--- src/rtl/uart_rx_param_if.sv ---
// Signal bundle between the UART receiver and the surrounding logic:
// frame configuration and serial input towards the receiver, decoded
// word, status pulses and busy flag back from it.
interface uart_rx_param_if #(
    parameter int DATA_WIDTH = 8,
    parameter int PRESCALE_W = 6
);
    logic [PRESCALE_W-1:0] PRESCALE;
    logic                  PAR_EN;
    logic                  PAR_TYP;
    logic                  STOP2;
    logic                  RX_IN;
    logic [DATA_WIDTH-1:0] P_DATA;
    logic                  DATA_VALID;
    logic                  PAR_ERR;
    logic                  STP_ERR;
    logic                  BUSY;

    modport master (
        output PRESCALE, PAR_EN, PAR_TYP, STOP2, RX_IN,
        input  P_DATA, DATA_VALID, PAR_ERR, STP_ERR, BUSY
    );

    modport slave (
        input  PRESCALE, PAR_EN, PAR_TYP, STOP2, RX_IN,
        output P_DATA, DATA_VALID, PAR_ERR, STP_ERR, BUSY
    );
endinterface

--- src/rtl/uart_rx_param.sv ---
// Parametrised UART receiver with run-time prescale, optional parity and
// one or two stop bits. Frames are reported as a DATA_VALID pulse or as
// PAR_ERR / STP_ERR pulses one cycle after the final stop decision.
// Optional feature macro: UART_RX_MAJ_VOTE_EN selects 2-of-3 majority
// sampling around mid-bit; without it a single sample is taken at the
// same decision point, so frame timing is identical in both builds.
module uart_rx_param #(
    parameter int DATA_WIDTH = 8,
    parameter int PRESCALE_W = 6
) (
    input  logic            CLK,
    input  logic            RST,
    uart_rx_param_if.slave  bus
);
    localparam int BC_W = $clog2(DATA_WIDTH);
    localparam logic [BC_W-1:0]       LAST_BIT = BC_W'(DATA_WIDTH - 1);
    localparam logic [PRESCALE_W-1:0] P_ONE    = PRESCALE_W'(1);

    typedef enum logic [2:0] {
        S_IDLE, S_START, S_DATA, S_PARITY, S_STOP, S_WAIT_IDLE
    } state_t;

    logic                  sync1_q, rx_s_q;
    state_t                state_q, state_d;
    logic [PRESCALE_W-1:0] edge_cnt_q, edge_cnt_d;
    logic [BC_W-1:0]       bit_cnt_q, bit_cnt_d;
    logic                  stop_cnt_q, stop_cnt_d;
    logic [DATA_WIDTH-1:0] shift_q, shift_d;
    logic [PRESCALE_W-1:0] pre_q, pre_d;
    logic                  par_en_q, par_en_d;
    logic                  par_typ_q, par_typ_d;
    logic                  stop2_q, stop2_d;
    logic                  par_bad_q, par_bad_d;
    logic                  stp_bad_q, stp_bad_d;
    logic [DATA_WIDTH-1:0] p_data_q, p_data_d;
    logic                  data_valid_q, data_valid_d;
    logic                  par_err_q, par_err_d;
    logic                  stp_err_q, stp_err_d;
    logic                  busy_q, busy_d;

    logic [PRESCALE_W-1:0] half;
    logic                  at_dec, at_wrap, bit_val, stop_bad;

    assign half    = pre_q >> 1;
    assign at_dec  = (edge_cnt_q == half + P_ONE);
    assign at_wrap = (edge_cnt_q == pre_q - P_ONE);

`ifdef UART_RX_MAJ_VOTE_EN
    logic vote0_q, vote0_d, vote1_q, vote1_d;

    // Capture the two early mid-bit samples and vote with the current one
    always_comb begin
        vote0_d = vote0_q;
        vote1_d = vote1_q;
        if (edge_cnt_q == half - P_ONE) vote0_d = rx_s_q;
        if (edge_cnt_q == half)         vote1_d = rx_s_q;
        bit_val = (vote0_q & vote1_q) | (vote0_q & rx_s_q) | (vote1_q & rx_s_q);
    end

    // Voting sample registers
    always_ff @(posedge CLK or negedge RST) begin
        if (!RST) begin
            vote0_q <= 1'b1;
            vote1_q <= 1'b1;
        end else begin
            vote0_q <= vote0_d;
            vote1_q <= vote1_d;
        end
    end
`else
    assign bit_val = rx_s_q;
`endif

    // Two-flop synchroniser for the asynchronous serial line, idling high
    always_ff @(posedge CLK or negedge RST) begin
        if (!RST) begin
            sync1_q <= 1'b1;
            rx_s_q  <= 1'b1;
        end else begin
            sync1_q <= bus.RX_IN;
            rx_s_q  <= sync1_q;
        end
    end

    // Next-state, counters, deserialiser and frame-completion outputs
    always_comb begin
        state_d      = state_q;
        edge_cnt_d   = at_wrap ? '0 : edge_cnt_q + P_ONE;
        bit_cnt_d    = bit_cnt_q;
        stop_cnt_d   = stop_cnt_q;
        shift_d      = shift_q;
        pre_d        = pre_q;
        par_en_d     = par_en_q;
        par_typ_d    = par_typ_q;
        stop2_d      = stop2_q;
        par_bad_d    = par_bad_q;
        stp_bad_d    = stp_bad_q;
        p_data_d     = p_data_q;
        data_valid_d = 1'b0;
        par_err_d    = 1'b0;
        stp_err_d    = 1'b0;
        stop_bad     = stp_bad_q | ~bit_val;
        case (state_q)
            S_IDLE: begin
                edge_cnt_d = '0;
                if (!rx_s_q) begin
                    state_d    = S_START;
                    pre_d      = bus.PRESCALE;
                    par_en_d   = bus.PAR_EN;
                    par_typ_d  = bus.PAR_TYP;
                    stop2_d    = bus.STOP2;
                    par_bad_d  = 1'b0;
                    stp_bad_d  = 1'b0;
                    bit_cnt_d  = '0;
                    stop_cnt_d = 1'b0;
                end
            end
            S_START: begin
                if (at_dec && bit_val) state_d = S_IDLE;
                else if (at_wrap)      state_d = S_DATA;
            end
            S_DATA: begin
                if (at_dec) shift_d = {bit_val, shift_q[DATA_WIDTH-1:1]};
                if (at_wrap) begin
                    if (bit_cnt_q == LAST_BIT) begin
                        bit_cnt_d = '0;
                        state_d   = par_en_q ? S_PARITY : S_STOP;
                    end else begin
                        bit_cnt_d = bit_cnt_q + BC_W'(1);
                    end
                end
            end
            S_PARITY: begin
                if (at_dec && (bit_val != (^shift_q ^ par_typ_q))) par_bad_d = 1'b1;
                if (at_wrap) state_d = S_STOP;
            end
            S_STOP: begin
                if (at_dec) begin
                    stp_bad_d = stop_bad;
                    // Leave at the last stop's decision point so a start
                    // bit right behind it is not missed.
                    if (stop_cnt_q == stop2_q) begin
                        p_data_d     = shift_q;
                        data_valid_d = ~par_bad_q & ~stop_bad;
                        par_err_d    = par_bad_q;
                        stp_err_d    = stop_bad;
                        state_d      = stop_bad ? S_WAIT_IDLE : S_IDLE;
                    end
                end else if (at_wrap) begin
                    stop_cnt_d = 1'b1;
                end
            end
            S_WAIT_IDLE: begin
                if (rx_s_q) state_d = S_IDLE;
            end
            default: state_d = S_IDLE;
        endcase
        busy_d = (state_d != S_IDLE);
    end

    // Receiver state and registered outputs
    always_ff @(posedge CLK or negedge RST) begin
        if (!RST) begin
            state_q      <= S_IDLE;
            edge_cnt_q   <= '0;
            bit_cnt_q    <= '0;
            stop_cnt_q   <= 1'b0;
            shift_q      <= '0;
            pre_q        <= '0;
            par_en_q     <= 1'b0;
            par_typ_q    <= 1'b0;
            stop2_q      <= 1'b0;
            par_bad_q    <= 1'b0;
            stp_bad_q    <= 1'b0;
            p_data_q     <= '0;
            data_valid_q <= 1'b0;
            par_err_q    <= 1'b0;
            stp_err_q    <= 1'b0;
            busy_q       <= 1'b0;
        end else begin
            state_q      <= state_d;
            edge_cnt_q   <= edge_cnt_d;
            bit_cnt_q    <= bit_cnt_d;
            stop_cnt_q   <= stop_cnt_d;
            shift_q      <= shift_d;
            pre_q        <= pre_d;
            par_en_q     <= par_en_d;
            par_typ_q    <= par_typ_d;
            stop2_q      <= stop2_d;
            par_bad_q    <= par_bad_d;
            stp_bad_q    <= stp_bad_d;
            p_data_q     <= p_data_d;
            data_valid_q <= data_valid_d;
            par_err_q    <= par_err_d;
            stp_err_q    <= stp_err_d;
            busy_q       <= busy_d;
        end
    end

    assign bus.P_DATA     = p_data_q;
    assign bus.DATA_VALID = data_valid_q;
    assign bus.PAR_ERR    = par_err_q;
    assign bus.STP_ERR    = stp_err_q;
    assign bus.BUSY       = busy_q;
endmodule
--- src/flat_wrapper.sv ---
// flat-port wrapper written by rule: the top's interface ports become plain ports
module uart_rx_param_flat 
#(
    parameter int DATA_WIDTH = 8,
    parameter int PRESCALE_W = 6
)
  (CLK, RST, bus_PRESCALE, bus_PAR_EN, bus_PAR_TYP, bus_STOP2, bus_RX_IN, bus_P_DATA, bus_DATA_VALID, bus_PAR_ERR, bus_STP_ERR, bus_BUSY);
  uart_rx_param_if #(.DATA_WIDTH(DATA_WIDTH), .PRESCALE_W(PRESCALE_W)) bus_i ();
  input  logic CLK;
  input  logic RST;
  input wire logic [$bits(bus_i.PRESCALE)-1:0] bus_PRESCALE;
  input wire logic [$bits(bus_i.PAR_EN)-1:0] bus_PAR_EN;
  input wire logic [$bits(bus_i.PAR_TYP)-1:0] bus_PAR_TYP;
  input wire logic [$bits(bus_i.STOP2)-1:0] bus_STOP2;
  input wire logic [$bits(bus_i.RX_IN)-1:0] bus_RX_IN;
  output wire logic [$bits(bus_i.P_DATA)-1:0] bus_P_DATA;
  output wire logic [$bits(bus_i.DATA_VALID)-1:0] bus_DATA_VALID;
  output wire logic [$bits(bus_i.PAR_ERR)-1:0] bus_PAR_ERR;
  output wire logic [$bits(bus_i.STP_ERR)-1:0] bus_STP_ERR;
  output wire logic [$bits(bus_i.BUSY)-1:0] bus_BUSY;
  assign bus_i.PRESCALE = bus_PRESCALE;
  assign bus_i.PAR_EN = bus_PAR_EN;
  assign bus_i.PAR_TYP = bus_PAR_TYP;
  assign bus_i.STOP2 = bus_STOP2;
  assign bus_i.RX_IN = bus_RX_IN;
  assign bus_P_DATA = bus_i.P_DATA;
  assign bus_DATA_VALID = bus_i.DATA_VALID;
  assign bus_PAR_ERR = bus_i.PAR_ERR;
  assign bus_STP_ERR = bus_i.STP_ERR;
  assign bus_BUSY = bus_i.BUSY;
  uart_rx_param #(.DATA_WIDTH(DATA_WIDTH), .PRESCALE_W(PRESCALE_W)) u_core (.CLK(CLK), .RST(RST), .bus(bus_i));
endmodule
--- config.mk ---
export PLATFORM = sky130hd
export DESIGN_NAME = uart_rx_param_flat
export DESIGN_NICKNAME = d
export VERILOG_FILES = /design/src/rtl/uart_rx_param_if.sv /design/src/rtl/uart_rx_param.sv /design/src/flat_wrapper.sv
export SDC_FILE = /design/constraint.sdc
export NUM_CORES = 1
export LEC_CHECK = 0
export BUFFER_PORTS_ARGS = -buffer_cell sky130_fd_sc_hd__buf_2
export CORE_MARGIN = 1.5
export CORE_UTILIZATION = 52
export DETAILED_ROUTE_END_ITERATION = 16
export GPL_TIMING_DRIVEN = 0
export PLACE_DENSITY_LB_ADDON = 0.08
export SLEW_MARGIN = 20
export SYNTH_ARGS = -nofsm -noshare
export SYNTH_HDL_FRONTEND = slang
export SYNTH_SLANG_ARGS = --single-unit
--- constraint.sdc ---
create_clock -name CLK -period 7.1 [get_ports CLK]
set_clock_uncertainty 0.15 [all_clocks]
set_input_delay 0.71 -clock CLK [delete_from_list [all_inputs] [get_ports CLK]]
set_output_delay 0.71 -clock CLK [all_outputs]
set_load 0.01 [all_outputs]
==> results of run 1 <==
[synthesized netlist by cell type (2+ instances only)]
master	number	area, um^2
buf_2	3	15.0
nand3_1	11	55.1
mux2_2	16	180
o21ai_0	7	35.0
nor3_1	2	10.0
nand2b_1	6	37.5
and3_1	2	12.5
nor2b_1	3	18.8
a21oi_1	2	10.0
xor2_1	8	70.1
inv_1	8	30.0
nand2_1	30	113
dfstp_2	2	52.6
ha_1	6	75.1
a211oi_1	2	15.0
xnor2_1	19	166
nor3b_1	2	15.0
dfrtp_1	44	1100
clkbuf_1	7	26.3
nor2_1	17	63.8
[worst paths after layout]
check | endpoint | depth (start not counted) | from
max in group asynchronous | u_core.edge_cnt_q[3] | 1 | RST
max reg2reg | u_core.bus.BUSY | 9 | u_core.pre_q[1]
min | u_core.bit_val | 0 | u_core.sync1_q
min in group asynchronous | u_core.bit_cnt_q[1] | 1 | RST
min reg2reg | u_core.bit_val | 0 | u_core.sync1_q
max | u_core.bus.BUSY | 9 | u_core.pre_q[1]
[metal layers]
layer	wire length, um	vias to the layer above
li1	-	804
met4	71	0
met1	2020	751
met3	135	8
met5	0	-
met2	1920	19
[flip-flops by register name, indices dropped and copies added, names as in the netlist]
signal / count
u_core.bus.PAR_ERR: 1
u_core.bit_val: 1
u_core.edge_cnt_q: 6
u_core.bus.STP_ERR: 1
u_core.bus.BUSY: 1
u_core.stop_cnt_q: 1
u_core.par_bad_q: 1
u_core.pre_q: 6
u_core.stop2_q: 1
u_core.stp_bad_q: 1
u_core.par_en_q: 1
u_core.shift_q: 8
u_core.bus.P_DATA: 8
u_core.state_q: 3
u_core.par_typ_q: 1
u_core.bit_cnt_q: 3
u_core.bus.DATA_VALID: 1
u_core.sync1_q: 1
[power breakdown]
group          switching [uW]  internal (uW)  total (uW)
Combinational             186            158         344
Sequential               55.4            312         367
Clock                    89.3           78.3         168
Total                     330            548         878
[cells by family after synthesis]
logic type	synth area share
AOI/OAI and AO/OA	0.0729
adders and majority gates	0.0324
buffers and inverters	0.0324
DFF	0.498
muxes	0.0778
xor gates and xnor gates	0.102
and+or+nand+nor	0.185
[final cells by class]
class                      instances  area share
buffer                            10      0.0159
clock buffer                       6      0.0318
clock inverter                     2     0.00482
inverter                           9      0.0130
multi-input combinational        157       0.419
sequential                        46       0.445
tap                               52      0.0251
timing repair buffer              23      0.0453
[critical path, cell delays in order (launching register included)]
cell and delay [ps]:
dfrtp_1 470, inv_1 120, ha_1 240, xnor2_1 140
nor2_1 50, o31a_1 320, nor3_4 330, o21ai_2 110
a32o_1 240, or4b_1 510
[per-stage QoR]
| stage | power, uW | hold slack (ps) | instances | util |
|---|---|---|---|---|
| after floorplan | 642 | 195 | 222 | - |
| after global placement | 712 | 199 | 297 | 0.578 |
| after detailed placement | 717 | 201 | 297 | 0.578 |
| after CTS | 888 | 214 | 305 | 0.600 |
| after global routing | 947 | 217 | 305 | 0.600 |
| final | 878 | 212 | 305 | 0.600 |
==> run_results.csv, run 1 <==
group,metric,value,unit
finish,final_cell_mix,"dfrtp_1 (44), nand2_1 (30), buf_2 (25), xnor2_1 (19), nor2_1 (17)",
yosys,seq_area_frac_synth,0.498,
place,dpl_cell_area,2500,um^2
global_routing,grt_usage,0.190,
global_routing,first_global_vias,1618,
yosys,syn_nets,240,
timing,worst_pin_slew,716,ps
global_routing,grt_use_met2,0.300,
finish,antenna_cells,0,
finish,fill_cells,373,
floorplanning,fp.dieW,69.8,um
setup_path,reg2reg_slack,4280,ps
global_routing,grt_overflow_total,0,
finish,drive_gt1_frac,0.229,
yosys,ys_seq_elements,46,
yosys,syn_avg_cell_area,10.4,um^2
clock_tree,clk_latency,300,ps
timing,fmax,355,MHz
global_routing,grt_max_degree,47,
timing,final.min_clock_period,2820,ps
power,vdd_drop_max,0.000172,V
finish,regArea,1150,um^2
global_routing,gr-usage-met3,0.0349,
power,leakage,0.00126,uW
clock_tree,cts_sinks,46,
timing,finalMaxSlewViolations,0,
min_path,min_path_type,"flip-flop to flip-flop",
clock_tree,cts_setup_buffers,0,
place,dp_slack,4300,ps
floorplanning,core_area,4320,um^2
clock_tree,htree_levels,2,
timing,min_period_over_period,0.397,
yosys,synth_area,2320,um^2
setup_path,crit_arrival,2840,ps
place,place_hpwl,2860,um
timing,finalHoldViolations,0,
clock_tree,clkSlewWorstSetupHoldPaths,90,ps
timing,finalSetupViolCount,0,
status,status,"finished clean",
global_routing,grt_pass1_wl,7280,um
route,routed_wirelength,4150,um
global_routing,met1_usage,0.257,
floorplanning,io_pins,24,
timing,setup_ws,4280,ps
global_routing,gr-max-usage-layer,"met2",
route,wl_per_cell,13.6,um
floorplanning,floorplan.initialDensity,0.536,
floorplanning,die_h,69.8,um
clock_tree,cts_resized,0,
finish,postLayoutCellArea,2590,um^2
clock_tree,tritoncts,"done",
yosys,yosys_warnings,0,
job,drv_cap,0,
clock_tree,numCtsBuffers,5,
route,via_per_inst,5.19,
timing,setup_tns,0,ps
power,powerDensity,339,nW/um^2
yosys,synth_edf_count,0,
finish,num-nets-final,270,
setup_path,end_kind,"flip-flop",
floorplanning,die-area,4870,um^2
clock_tree,clock_path_buffers,2,
yosys,ys.flop_type,"dfrtp_1",
place,io_buffer_count,23,
timing,slew-limit-headroom,0.519,
timing,rsz0062_at_grt,"no",
setup_path,cp-start-kind,"flip-flop",
setup_path,crit_type,"flip-flop to flip-flop",
route,antenna_left,0,
global_routing,antenna_found_initial,0,
route,vias,1582,
yosys,ys_types,45,
setup_path,worstPathRequired,7130,ps
place,place.gp.congestion,0.847,
finish,synthToLayoutAreaGrowth,12.0,%
floorplanning,row_count,24,
route,first_pass_iters,4,
clock_tree,hold_buffers,0,
route,drc,0,
clock_tree,ctsRootBufferMaster,"clkbuf_8",
yosys,syn_inst,222,
yosys,async_reset_ff_frac,1.00,
route,drtIter0Drc,86,
finish,multi_input_area,1090,um^2
finish,final_common_cell,"dfrtp_1",
setup_path,critPathMaxFanout,6,
Power figures use the tool's default switching activity.
==> inputs of run 2 (changes only) <==
==> constraint.sdc (replaced) <==
create_clock -name CLK -period 2.5 [get_ports CLK]
set_clock_uncertainty 0.15 [all_clocks]
set_input_delay 0.25 -clock CLK [delete_from_list [all_inputs] [get_ports CLK]]
set_output_delay 0.25 -clock CLK [all_outputs]
set_load 0.01 [all_outputs]
==> run 2 against run 1 <==
The flow now finishes with violations (negative hold slack, negative setup slack). Sequential power increased to 2.8 times the previous value. First-iteration DRC count shrank 20%. Global-route usage increased by 0.22 points. Total power rose to 3.2 times the previous value. Utilization increased by 5.6 points. Clock power rose to 3.3 times the previous value. Register-to-register slack worse by 4400 ps. Critical path depth unchanged. Sequential share of layout area shrank 3.7 points.
==> run_results.csv, run 2 (same netlist as run 1, synthesis figures left out) <==
group,metric,value,unit
route,vias,1640,
floorplanning,io_pins,24,
floorplanning,row_count,24,
clock_tree,clk_latency,300,ps
job,drv_cap,0,
timing,final.min_clock_period,2590,ps
clock_tree,numCtsBuffers,5,
setup_path,end_kind,"flip-flop",
power,clkPwrFrac,0.194,
floorplanning,die_h,69.8,um
finish,final_common_cell,"dfrtp_1",
power,powerDensity,993,nW/um^2
route,drc,0,
min_path,min_to,"u_core.pre_q[5]",
timing,rsz0062_at_grt,"yes",
global_routing,grt_max_degree,47,
setup_path,crit_type,"flip-flop to flip-flop",
power,internal-power,1790,uW
setup_path,crit_arrival,2610,ps
place,place.gp.congestion,0.815,
setup_path,critPathMaxFanout,4,
floorplanning,core_area,4320,um^2
place,dp_slack,-256,ps
power,vdd_drop_max,0.000453,V
route,drtIter0Drc,69,
clock_tree,htree_levels,2,
power,swShare,0.364,
place,place_hpwl,2810,um
timing,setup_ws,-91.1,ps
power,p_seq_frac,0.367,
min_path,min_path_type,"primary input to flip-flop",
setup_path,reg2reg_slack,-90,ps
timing,min_period_over_period,1.04,
setup_path,r2r_cells,9,
finish,synthToLayoutAreaGrowth,22.5,%
timing,slew-limit-headroom,0.520,
clock_tree,clock_path_buffers,2,
power,switching_power,1030,uW
clock_tree,ctsRootBufferMaster,"clkbuf_8",
place,dpl_cell_area,2500,um^2
power,combPwrFrac,0.439,
clock_tree,clkSlewWorstSetupHoldPaths,90,ps
route,antenna_left,0,
route,routed_wirelength,4390,um
global_routing,first_global_vias,1580,
route,via_per_inst,5.09,
finish,final_cell_mix,"dfrtp_1 (42), nand2_1 (27), buf_2 (24), xnor2_1 (18), nor2_1 (17)",
global_routing,grt_overflow_total,0,
route,wl_per_cell,13.6,um
setup_path,worstPathRequired,2520,ps
timing,setup_tns,-91.1,ps
global_routing,antenna_found_initial,0,
finish,drive_gt1_frac,0.304,
timing,fmax,386,MHz
clock_tree,cts_sinks,46,
clock_tree,tritoncts,"done",
finish,postLayoutCellArea,2840,um^2
floorplanning,fp.dieW,69.8,um
timing,finalMaxSlewViolations,0,
global_routing,met1_usage,0.265,
setup_path,cp-start-kind,"flip-flop",
place,place_inst,297,
setup_path,regToRegEndpoint,"u_core.bus.BUSY",
power,leakage,0.00140,uW
timing,whs,-1.76,ps
min_path,hold_path_depth,3,
route,first_pass_iters,4,
floorplanning,floorplan.initialDensity,0.536,
timing,finalSetupViolCount,1,
finish,num-nets-final,287,
min_path,min_from,"bus_PRESCALE[5]",
finish,stdcell_count,322,
finish,antenna_cells,0,
timing,finalHoldViolations,1,
global_routing,grt_usage,0.192,
global_routing,grt_use_met2,0.307,
global_routing,gr-usage-met3,0.0465,
place,io_buffer_count,23,
timing,worst_pin_slew,714,ps
global_routing,grt_pass1_wl,7360,um
status,violations,"negative hold slack, negative setup slack",
finish,final_util,0.656,
global_routing,gr-max-usage-layer,"met2",
status,status,"finished with violations",
floorplanning,die-area,4870,um^2
setup_path,worstReg2RegStart,"u_core.pre_q[1]",
[run 2: cell types whose count changed in the layout (fill, tap and decap cells not counted), sizes merged]
cell and delta:
clkinvlp -1, clkinv +1, clkbuf -1, dlygate4sd3 +8
buf +9, bufinv +1
[run 2: critical path, stage by stage, from the launching register on]
cell	delay [ps]
dfrtp_2	450
inv_4	90
ha_4	150
nand3b_1	80
o211a_1	130
o31a_1	310
nor3_4	290
o21ai_2	110
a32o_2	240
or4b_1	460
[run 2: what timing repair did]
action	4_1_cts	5_1_grt
pin swaps	4	6
setup buffers	7	2
gates resized for setup	15	6
endpoints found under the setup margin	11	10
endpoints found under the hold margin	7	44
hold buffers	7	1
[run 2: metal layers]
layer,up-vias,part of all wire
li1,844,-
met2,18,0.46
met3,5,0.028
met5,-,0
met1,773,0.50
met4,0,0.011
[run 2: how the worst max path moves through the flow]
stage	startpoint	end	slack, ps
2_1_floorplan	u_core.pre_q[1]	u_core.bus.BUSY	10
3_3_place_gp	u_core.pre_q[1]	u_core.bus.BUSY	-250
3_5_place_dp	u_core.pre_q[1]	u_core.bus.BUSY	-260
4_1_cts	u_core.pre_q[0]	u_core.bus.BUSY	-70
5_1_grt	u_core.pre_q[1]	u_core.bus.BUSY	-180
6_report	u_core.pre_q[1]	u_core.bus.BUSY	-90
[run 2: final cells by class]
type	instances	area (um^2)
buffer	10	47.5
clock buffer	5	68.8
clock inverter	3	40.0
fill	375	1490
inverter	9	36.3
multi-input combinational	157	1160
sequential	46	1160
tap	52	65.1
timing repair buffer	40	265
[run 2: through the flow]
step	hold slack (ps)	power (uW)
finish	-1.76	2820
global route	17.4	3020
CTS	0.658	2750
detailed placement	197	2030
global placement	196	2030
floorplan	-196	1820
[run 2: power groups by stage]
| stage | Combinational [uW] | Clock, uW | Sequential [uW] |
|---|---|---|---|
| global placement | 978 | 0 | 1050 |
| detailed placement | 985 | 0 | 1050 |
| finish | 1240 | 547 | 1030 |
| CTS | 1160 | 559 | 1030 |
| global route | 1380 | 589 | 1060 |
| floorplan | 809 | 0 | 1020 |
